[config.mk]
export PLATFORM = sky130hd
export DESIGN_NAME = decode_stage
export DESIGN_NICKNAME = d
export VERILOG_FILES = /design/src/rtl/decode_stage.sv
export SDC_FILE = /design/constraint.sdc
export NUM_CORES = 1
export LEC_CHECK = 0
export ABC_CLOCK_PERIOD_IN_PS = 7100
export CAP_MARGIN = 20
export CELL_PAD_IN_SITES_DETAIL_PLACEMENT = 0
export CELL_PAD_IN_SITES_GLOBAL_PLACEMENT = 1
export CORE_UTILIZATION = 39
export CTS_CLUSTER_SIZE = 8
export DETAILED_ROUTE_END_ITERATION = 16
export PLACE_DENSITY_LB_ADDON = 0.12
export SYNTH_ARGS = -nofsm -noshare
export SYNTH_HDL_FRONTEND = slang
export SYNTH_SLANG_ARGS = --single-unit
[constraint.sdc]
create_clock -name clk -period 7.1 [get_ports clk]
set_input_delay 1.065 -clock clk [delete_from_list [all_inputs] [get_ports clk]]
set_output_delay 1.065 -clock clk [all_outputs]
set_load 0.1 [all_outputs]
[src/rtl/decode_stage.sv]
// rtl/decode_stage.sv - RV32I(+M) decode stage with registered output, 1-entry skid buffer and flush
module decode_stage #(
   parameter int PC_W     = 32,
   parameter int ENABLE_M = 0,
   parameter int CNT_W    = 32
) (
   input  logic              clk,
   input  logic              rst,
   input  logic              flush,
   input  logic              in_valid,
   output logic              in_ready,
   input  logic [31:0]       in_instr,
   input  logic [PC_W-1:0]   in_pc,
   output logic              out_valid,
   input  logic              out_ready,
   output logic [PC_W-1:0]   out_pc,
   output logic [4:0]        rs1,
   output logic [4:0]        rs2,
   output logic [4:0]        rd,
   output logic [3:0]        alu_ctrl,
   output logic              mdu_en,
   output logic [2:0]        mdu_op,
   output logic [2:0]        branch,
   output logic [3:0]        ls_type,
   output logic [2:0]        sext_type,
   output logic [1:0]        wb_ctrl,
   output logic              jump,
   output logic              jump_type,
   output logic              alu_src1,
   output logic              alu_src2,
   output logic              we_reg,
   output logic              we_mem,
   output logic              wb_inst_have_flag,
   output logic              illegal,
   output logic [CNT_W-1:0]  decode_cnt
);

   localparam bit M_ON = (ENABLE_M != 0);

   localparam logic [6:0] OP_BUBBLE = 7'h00;
   localparam logic [6:0] OP_REG    = 7'h33;
   localparam logic [6:0] OP_IMM    = 7'h13;
   localparam logic [6:0] OP_LOAD   = 7'h03;
   localparam logic [6:0] OP_STORE  = 7'h23;
   localparam logic [6:0] OP_BRANCH = 7'h63;
   localparam logic [6:0] OP_JAL    = 7'h6F;
   localparam logic [6:0] OP_JALR   = 7'h67;
   localparam logic [6:0] OP_LUI    = 7'h37;
   localparam logic [6:0] OP_AUIPC  = 7'h17;

   localparam logic [3:0] ALU_ADD  = 4'b0000;
   localparam logic [3:0] ALU_SUB  = 4'b0001;
   localparam logic [3:0] ALU_AND  = 4'b0010;
   localparam logic [3:0] ALU_OR   = 4'b0011;
   localparam logic [3:0] ALU_XOR  = 4'b0100;
   localparam logic [3:0] ALU_SLL  = 4'b0101;
   localparam logic [3:0] ALU_SLT  = 4'b0110;
   localparam logic [3:0] ALU_SLTU = 4'b0111;
   localparam logic [3:0] ALU_SRL  = 4'b1000;
   localparam logic [3:0] ALU_SRA  = 4'b1001;
   localparam logic [3:0] ALU_NOP  = 4'b1110;

   localparam logic [2:0] BR_NONE = 3'b010;
   localparam logic [2:0] SX_I    = 3'b000;
   localparam logic [2:0] SX_B    = 3'b001;
   localparam logic [2:0] SX_J    = 3'b010;
   localparam logic [2:0] SX_U    = 3'b011;
   localparam logic [2:0] SX_S    = 3'b110;
   localparam logic [1:0] WB_LOAD = 2'b01;
   localparam logic [1:0] WB_MDU  = 2'b10;
   localparam logic [1:0] WB_PC4  = 2'b11;

   typedef struct packed {
      logic [4:0] rs1;
      logic [4:0] rs2;
      logic [4:0] rd;
      logic [3:0] alu_ctrl;
      logic       mdu_en;
      logic [2:0] mdu_op;
      logic [2:0] branch;
      logic [3:0] ls_type;
      logic [2:0] sext_type;
      logic [1:0] wb_ctrl;
      logic       jump;
      logic       jump_type;
      logic       alu_src1;
      logic       alu_src2;
      logic       we_reg;
      logic       we_mem;
      logic       wb_flag;
      logic       illegal;
   } ctrl_t;

   function automatic ctrl_t idle_ctrl();
      ctrl_t c;
      c          = '0;
      c.alu_ctrl = ALU_NOP;
      c.branch   = BR_NONE;
      return c;
   endfunction

   function automatic logic [3:0] alu_from_f3(input logic [2:0] f3);
      logic [3:0] a;
      case (f3)
         3'b000:  a = ALU_ADD;
         3'b001:  a = ALU_SLL;
         3'b010:  a = ALU_SLT;
         3'b011:  a = ALU_SLTU;
         3'b100:  a = ALU_XOR;
         3'b101:  a = ALU_SRL;
         3'b110:  a = ALU_OR;
         default: a = ALU_AND;
      endcase
      return a;
   endfunction

   logic [6:0] opcode;
   logic [2:0] funct3;
   logic [6:0] funct7;
   ctrl_t      dec;
   logic       dec_bad;

   assign opcode = in_instr[6:0];
   assign funct3 = in_instr[14:12];
   assign funct7 = in_instr[31:25];

   always_comb begin
      dec     = idle_ctrl();
      dec_bad = 1'b0;
      case (opcode)
         OP_BUBBLE: begin
         end
         OP_REG: begin
            dec.rs1    = in_instr[19:15];
            dec.rs2    = in_instr[24:20];
            dec.rd     = in_instr[11:7];
            dec.we_reg = 1'b1;
            if (funct7 == 7'b0000000) begin
               dec.alu_ctrl = alu_from_f3(funct3);
            end else if (funct7 == 7'b0100000 && funct3 == 3'b000) begin
               dec.alu_ctrl = ALU_SUB;
            end else if (funct7 == 7'b0100000 && funct3 == 3'b101) begin
               dec.alu_ctrl = ALU_SRA;
            end else if (funct7 == 7'b0000001 && M_ON) begin
               dec.mdu_en  = 1'b1;
               dec.mdu_op  = funct3;
               dec.wb_ctrl = WB_MDU;
            end else begin
               dec_bad = 1'b1;
            end
         end
         OP_IMM: begin
            dec.rs1      = in_instr[19:15];
            dec.rd       = in_instr[11:7];
            dec.alu_src2 = 1'b1;
            dec.we_reg   = 1'b1;
            dec.alu_ctrl = alu_from_f3(funct3);
            // Shift-immediates carry funct7 in the upper immediate bits
            if (funct3 == 3'b001 && funct7 != 7'b0000000) begin
               dec_bad = 1'b1;
            end
            if (funct3 == 3'b101) begin
               if (funct7 == 7'b0100000) begin
                  dec.alu_ctrl = ALU_SRA;
               end else if (funct7 != 7'b0000000) begin
                  dec_bad = 1'b1;
               end
            end
         end
         OP_LOAD: begin
            dec.rs1      = in_instr[19:15];
            dec.rd       = in_instr[11:7];
            dec.alu_ctrl = ALU_ADD;
            dec.alu_src2 = 1'b1;
            dec.we_reg   = 1'b1;
            dec.wb_ctrl  = WB_LOAD;
            dec.ls_type  = {funct3, 1'b0};
            dec.wb_flag  = 1'b1;
            dec_bad      = (funct3 == 3'b011) || (funct3[2:1] == 2'b11);
         end
         OP_STORE: begin
            dec.rs1       = in_instr[19:15];
            dec.rs2       = in_instr[24:20];
            dec.alu_ctrl  = ALU_ADD;
            dec.alu_src2  = 1'b1;
            dec.we_mem    = 1'b1;
            dec.ls_type   = {funct3, 1'b1};
            dec.sext_type = SX_S;
            dec.wb_flag   = 1'b1;
            dec_bad       = (funct3 > 3'b010);
         end
         OP_BRANCH: begin
            dec.rs1       = in_instr[19:15];
            dec.rs2       = in_instr[24:20];
            dec.alu_ctrl  = ALU_SUB;
            dec.branch    = funct3;
            dec.sext_type = SX_B;
            dec.wb_flag   = 1'b1;
            dec_bad       = (funct3[2:1] == 2'b01);
         end
         OP_JAL: begin
            dec.rd        = in_instr[11:7];
            dec.jump      = 1'b1;
            dec.jump_type = 1'b1;
            dec.wb_ctrl   = WB_PC4;
            dec.we_reg    = 1'b1;
            dec.sext_type = SX_J;
         end
         OP_JALR: begin
            dec.rs1       = in_instr[19:15];
            dec.rd        = in_instr[11:7];
            dec.jump      = 1'b1;
            dec.wb_ctrl   = WB_PC4;
            dec.we_reg    = 1'b1;
            dec.sext_type = SX_I;
         end
         OP_LUI: begin
            dec.rd        = in_instr[11:7];
            dec.alu_ctrl  = ALU_ADD;
            dec.alu_src2  = 1'b1;
            dec.we_reg    = 1'b1;
            dec.sext_type = SX_U;
         end
         OP_AUIPC: begin
            dec.rd        = in_instr[11:7];
            dec.alu_ctrl  = ALU_ADD;
            dec.alu_src1  = 1'b1;
            dec.alu_src2  = 1'b1;
            dec.we_reg    = 1'b1;
            dec.sext_type = SX_U;
         end
         default: begin
            dec_bad = 1'b1;
         end
      endcase
      // Illegal bundles are still delivered so EX can raise the trap
      if (dec_bad) begin
         dec         = idle_ctrl();
         dec.illegal = 1'b1;
      end
   end

   ctrl_t             out_q, out_d, skid_q, skid_d;
   logic [PC_W-1:0]   out_pc_q, out_pc_d, skid_pc_q, skid_pc_d;
   logic              out_valid_q, out_valid_d;
   logic              skid_valid_q, skid_valid_d;
   logic              in_ready_q, in_ready_d;
   logic [CNT_W-1:0]  cnt_q, cnt_d;
   logic              accept, out_fire, load_out;

   assign accept   = in_valid && in_ready_q && !flush;
   assign out_fire = out_valid_q && out_ready;
   assign load_out = !out_valid_q || out_ready;

   always_comb begin
      out_d        = out_q;
      out_pc_d     = out_pc_q;
      out_valid_d  = out_valid_q;
      skid_d       = skid_q;
      skid_pc_d    = skid_pc_q;
      skid_valid_d = skid_valid_q;
      cnt_d        = cnt_q;
      if (out_fire) begin
         cnt_d = cnt_q + CNT_W'(1);
      end
      if (flush) begin
         out_valid_d  = 1'b0;
         skid_valid_d = 1'b0;
      end else if (load_out) begin
         // in_ready is low whenever skid holds data, so skid and input never compete
         if (skid_valid_q) begin
            out_d        = skid_q;
            out_pc_d     = skid_pc_q;
            out_valid_d  = 1'b1;
            skid_valid_d = 1'b0;
         end else if (accept) begin
            out_d       = dec;
            out_pc_d    = in_pc;
            out_valid_d = 1'b1;
         end else begin
            out_valid_d = 1'b0;
         end
      end else if (accept) begin
         skid_d       = dec;
         skid_pc_d    = in_pc;
         skid_valid_d = 1'b1;
      end
      in_ready_d = !skid_valid_d;
   end

   always_ff @(posedge clk) begin
      if (rst) begin
         out_q        <= idle_ctrl();
         out_pc_q     <= '0;
         out_valid_q  <= 1'b0;
         skid_q       <= idle_ctrl();
         skid_pc_q    <= '0;
         skid_valid_q <= 1'b0;
         in_ready_q   <= 1'b0;
         cnt_q        <= '0;
      end else begin
         out_q        <= out_d;
         out_pc_q     <= out_pc_d;
         out_valid_q  <= out_valid_d;
         skid_q       <= skid_d;
         skid_pc_q    <= skid_pc_d;
         skid_valid_q <= skid_valid_d;
         in_ready_q   <= in_ready_d;
         cnt_q        <= cnt_d;
      end
   end

   assign in_ready          = in_ready_q;
   assign out_valid         = out_valid_q;
   assign out_pc            = out_pc_q;
   assign rs1               = out_q.rs1;
   assign rs2               = out_q.rs2;
   assign rd                = out_q.rd;
   assign alu_ctrl          = out_q.alu_ctrl;
   assign mdu_en            = out_q.mdu_en;
   assign mdu_op            = out_q.mdu_op;
   assign branch            = out_q.branch;
   assign ls_type           = out_q.ls_type;
   assign sext_type         = out_q.sext_type;
   assign wb_ctrl           = out_q.wb_ctrl;
   assign jump              = out_q.jump;
   assign jump_type         = out_q.jump_type;
   assign alu_src1          = out_q.alu_src1;
   assign alu_src2          = out_q.alu_src2;
   assign we_reg            = out_q.we_reg;
   assign we_mem            = out_q.we_mem;
   assign wb_inst_have_flag = out_q.wb_flag;
   assign illegal           = out_q.illegal;
   assign decode_cnt        = cnt_q;

endmodule

# ---- Word-level counts from Yosys, hierarchy flattened
# Cells that the tools add are included.
dict set report totals {
  reg_bits 185
  input_bits 69
  output_inout_bits 109
  word_cells 131
}
dict set report op_classes {
  add_sub_neg 1
  order_cmp 1
  eq_ne 18
  n_mux 39
  bitwise_logic 2
  reduce_logical 28
}
# op count
set op_table {}
lappend op_table {{$mux 43} 3}
lappend op_table {{$mux 32} 2}
lappend op_table {{$add 32x1->32 const B} 1}
lappend op_table {{$eq 7x6->1 const B} 4}
lappend op_table {{$pmux 4 s7} 1}
lappend op_table {{$eq 7x7->1 const B} 3}
lappend op_table {{$mux 1} 19}
lappend op_table {{$mux 4} 4}
lappend op_table {{$pmux 4 s4} 1}
lappend op_table {{$mux 5} 3}
lappend op_table {{$eq 7x5->1 const B} 2}
lappend op_table {{$logic_not 7->1} 2}
lappend op_table {{$pmux 3 s4} 1}
lappend op_table {{$reduce_or 5->1} 2}
lappend op_table {{$eq 3x3->1 const B} 3}
lappend op_table {{$pmux 4 s2} 1}
lappend op_table {{$eq 7x2->1 const B} 1}
lappend op_table {{$reduce_bool 7->1} 1}
lappend op_table {{$reduce_or 7->1} 1}
lappend op_table {{$eq 3x2->1 const B} 2}
lappend op_table {{$logic_and 1x1->1} 6}
lappend op_table {{$mux 3} 2}
lappend op_table {{$pmux 1 s6} 1}
lappend op_table {{$reduce_and 3->1} 2}
lappend op_table {{other kinds (14)} 21}

# ---- Longest topological paths before layout
dict set report depth {
  depth_word 10
  ltp_mapped 9
  ltp_nobuf 7
}

# ---- Worst setup path before layout
# No wires, ideal clock.
dict set report synth_path {
  path_type {reg-to-reg}
  from {register out_valid_q (netlist: out_valid)}
  to {register cnt_q[25] (netlist: decode_cnt[25])}
  setup_ns 0.070
  arrival_ns 2.925
  required_time_ns 7.030
  slack_ns 4.104
  path_stages_with_launch 8
  path_cell_list {dfxtp_1 nand4_2 or4_1 buf_2 or4_1 clkbuf_2 or3_1 a21oi_1}
}
dict set report synth_between {
  elab_chain_len 1
}
# element line_no
set synth_lines {}
lappend synth_lines {{start, declared} 245} ;# logic out_valid_q, out_valid_d;
lappend synth_lines {{start signal, assigned} 304} ;# out_valid_q <= out_valid_d;
lappend synth_lines {{$logic_and 1x1->1} 252} ;# assign out_fire = out_valid_q && out_ready;
lappend synth_lines {{end signal, assigned} 309} ;# cnt_q <= cnt_d;
lappend synth_lines {{end, declared} 248} ;# logic [CNT_W-1:0] cnt_q, cnt_d;
# Every way passes these cells.
# A chain may end at the register's enable or synchronous reset.

# ---- Worst setup path after layout
dict set report layout_path {
  from {input in_instr[12]}
  to {register skid_q[42] (netlist name)}
}
dict set report layout_between {
  elab_chain_len 8
  elab_cells_between_ends 18
}
# element line_no
set layout_lines {}
lappend layout_lines {{start, declared} 12} ;# input logic [31:0] in_instr,
lappend layout_lines {{$eq 3x1->1} 159} ;# if (funct3 == 3'b001 && funct7 != 7'b0000000) begin
lappend layout_lines {{$logic_and 1x1->1} 159}
lappend layout_lines {{$mux 1} 159}
lappend layout_lines {{$mux 1} 165} ;# end else if (funct7 != 7'b0000000) begin
lappend layout_lines {{$mux 1} 163} ;# if (funct7 == 7'b0100000) begin
lappend layout_lines {{$mux 1} 162} ;# if (funct3 == 3'b101) begin
lappend layout_lines {{$pmux 1 s6 *} 130} ;# case (opcode)
lappend layout_lines {{$mux 43 *} 237} ;# if (dec_bad) begin
lappend layout_lines {{end signal, assigned} 296} ;# skid_q <= idle_ctrl();
lappend layout_lines {{end signal, assigned} 305} ;# skid_q <= skid_d;
lappend layout_lines {{end, declared} 243} ;# ctrl_t out_q, out_d, skid_q, skid_d;
# Mark *: on every way between the ends. The rest lies on a longest branch, timed or not.

==> impl_metrics.toml <==
[synthesis]
syn_area_um2 = 7540
synthArstFlopShare = 0
synthTopCellsByArea = "dfxtp_1 (46%), nand2_1 (6.8%), a211oi_1 (6.0%), nor2_1 (5.3%), a21oi_1 (5.2%)"
synth_flop_cell = "dfxtp_1"
synth_area_leader_cell = "dfxtp_1"
synth.yosys.seq_area_share = 0.465
synth_top_area_frac = 0.465
synth_most_common_cell = "dfxtp_1"
ys_types = 60
synth_cells = 918
ys_ff_latch = 175
synth-edff-count = 0
ys_warn_count = 0
syn_avg_cell_area_um2 = 8.21
synthTopCellsByCount = "dfxtp_1 (175), nand2_1 (137), nor2_1 (107), a21oi_1 (79), a211oi_1 (60)"

[job]
max-cap-violations = 0

[die]
io_pins = 178
rows = 50
core_area_um2 = 18800
dieArea_um2 = 19900
die_x_um = 141
dieHeight_um = 141
initial_core_util = 0.400

[timing]
setup_tns_ns = 0
fin_ws_ns = 2.75
tightest_slew_ns = 1.10
clock_skew_ns = 0.00769
timing.final.crit_share = 0.612
setup_viol = 0
maxSlewViolCount = 0
slew_headroom = 0.264
rsz0062_at_grt = "no"
period_needed_ns = 4.35
timing.fmax_mhz = 230
finalHoldViolCount = 0

[setup_path]
r2r-start = "out_valid$_SDFFE_PP0P_"
cp_top_family = "compound AO/OA/AOI/OAI gates"
crit_chain = "clkdlybuf4s50_1 > nor2b_1 > o31a_1 > o31a_1 > a211oi_4 > buf_4 > nand3_1 > o21ai_0"
crit_arrival_ns = 4.66
startpoint_type = "input port"
path_buf_inv = 2
path_common_cell = "o31a_1"
cpMaxStageDelayCell = "a211oi_4"
regToRegSetupSlack_ns = 4.29
critPathKind = "in -> reg"
crit-reg2reg-capture = "skid_q[42]$_SDFFE_PP0P_"
cp_slowest_stage_delay_ns = 0.69
required_ns = 7.42
cp-end-kind = "flip-flop"
reg2reg_depth = 7
critPathMaxFanout = 21

[pwr]
comb_power_share = 0.153
power.switching_uw = 667
finalPower_mw = 2.22
p_sw_frac = 0.301
vdd_drop_max_uv = 172
p_clk_frac = 0.390
power.leakage_nw = 3.21
p_per_area_nw_per_um2 = 223
seqPwrFrac = 0.457
p_int_mw = 1.55

[min_path]
whs_path_depth = 2
holdPathEnd = "skid_q[24]$_SDFFE_PP0P_"
hold_path.class = "reg -> reg"
hp-start = "skid_q[24]$_SDFFE_PP0P_"

[global_routing]
grt_usage = 0.206
grt_overflow = 0
grt_pass1_wl_um = 32600
grt_max_degree = 77
antenna_found_initial = 0
first_global_vias = 6287

[drt]
dr.pass1.iters = 4
wl_per_cell_um = 15.4
vias_per_cell = 5.24
drtIter0Drc = 301
antenna_left = 0
vias = 6913
drc = 0
wirelength_um = 20300

[final_layout]
area_delta_synth_final_pct = 32.0
insertedDiodeCount = 0
largest_reg_flops = 38
largest_register = "skid_q"
instances_no_fill = 1319
nets = 1117
final_layout_size_suffix_gt1_frac = 0.0510

[placement]
dp_hpwl_um = 13100
place_congestion = 0.845
io_buffers = 173
pre_cts_ws_ns = 2.35
numPlacedInstances = 1288

[cts]
clockBufferDepth = 2
cts_buffers = 17
cts_sinks = 175
cts-root-buf = "clkbuf_16"
htreeDepth = 4
clk_latency_ns = 0.42
cts_resized = 0
cts_hold_buffers = 0
cts_tree = "done"
post_cts_buffers = 0
cts.clk_slew.worst_paths_ns = 0.07

[status]
status = "completed"
[placed cells by master, fill, tap and decap left out, types with 4 or more instances in the layout]
cell / instances
a211oi_1: 60
a21oi_1: 79
a311oi_1: 4
a32o_1: 4
a32oi_1: 5
and3_1: 4
buf_4: 13
clkbuf_16: 17
clkdlybuf4s50_1: 172
clkinv_4: 4
clkinvlp_4: 4
conb_1: 4
dfxtp_1: 174
inv_1: 16
mux2i_1: 32
nand2_1: 137
nand2b_1: 9
nand3_1: 25
nand3b_1: 7
nand4_1: 29
nor2_1: 107
nor2b_1: 4
nor3_1: 21
o21ai_0: 39
or3_1: 9
xnor2_1: 11
xor2_1: 12
[routing by layer]
layer  share of wire  vias up  global-route usage
li1                -     3484                   -
met3           0.048       15              0.0387
met1            0.49     3236               0.277
met5               0        -                   0
met2            0.45      178               0.338
met4           0.011        0              0.0589
[cell families (layout without fill, tap and decap cells)]
family	after synthesis	after routing	synth area share
other	1	4	0.000497
AOI/OAI and AO/OA	221	221	0.189
and+or+nand+nor	371	371	0.225
xor gates and xnor gates	23	23	0.0267
buffers and inverters	94	232	0.0503
adders and majority gates	1	1	0.00166
DFF	175	175	0.465
muxes	32	32	0.0425
[power by group through the flow]
stage,logic (mW),registers [mW],clock network (mW)
2_1_floorplan,0.0906,1.18,0
3_3_place_gp,0.341,1.04,0
3_5_place_dp,0.341,1.04,0
4_1_cts,0.342,1.01,0.888
5_1_grt,0.357,1.02,0.931
6_report,0.340,1.01,0.865
[how the worst max path moves through the flow]
stage,startpoint,to,slack [ns],depth (start not counted)
2_1_floorplan,out_valid$_SDFFE_PP0P_,decode_cnt[25]$_SDFFE_PP0P_,4.10,7
3_3_place_gp,in_instr[12],skid_q[35]$_SDFFE_PP0P_,2.50,8
3_5_place_dp,in_instr[12],skid_q[42]$_SDFFE_PP0P_,2.35,8
4_1_cts,in_instr[12],skid_q[42]$_SDFFE_PP0P_,2.80,8
5_1_grt,in_instr[12],skid_q[42]$_SDFFE_PP0P_,2.56,8
6_report,in_instr[12],skid_q[42]$_SDFFE_PP0P_,2.75,8
[worst reg2reg max path, cell delays in order (launching register included)]
cell	delay [ns]
dfxtp_1	0.46
nand2b_1	0.19
nor2_1	0.18
nand3_2	0.08
buf_4	0.30
nor2_1	0.47
nand3_1	0.59
o21ai_0	0.43
[final cells by class]
class / count / area [um^2]
fillers: 1817 / 8880
multi-input cells: 652 / 3700
flip-flops and latches: 175 / 3510
repair buffers: 185 / 1820
clock buffers: 18 / 429
well taps: 260 / 325
clock inverters: 13 / 110
inverters: 16 / 60.1
[metrics by stage]
step | hold WS, ns | cell area (um^2) | utilization
after floorplan | 0.416 | 7550 | -
after detailed placement | 0.442 | 9410 | 0.500
after global placement | 0.424 | 9410 | 0.500
final | 0.449 | 9950 | 0.528
after global routing | 0.468 | 9950 | 0.528
after CTS | 0.452 | 9950 | 0.528
No activity file was read; power rests on OpenSTA's default activity.
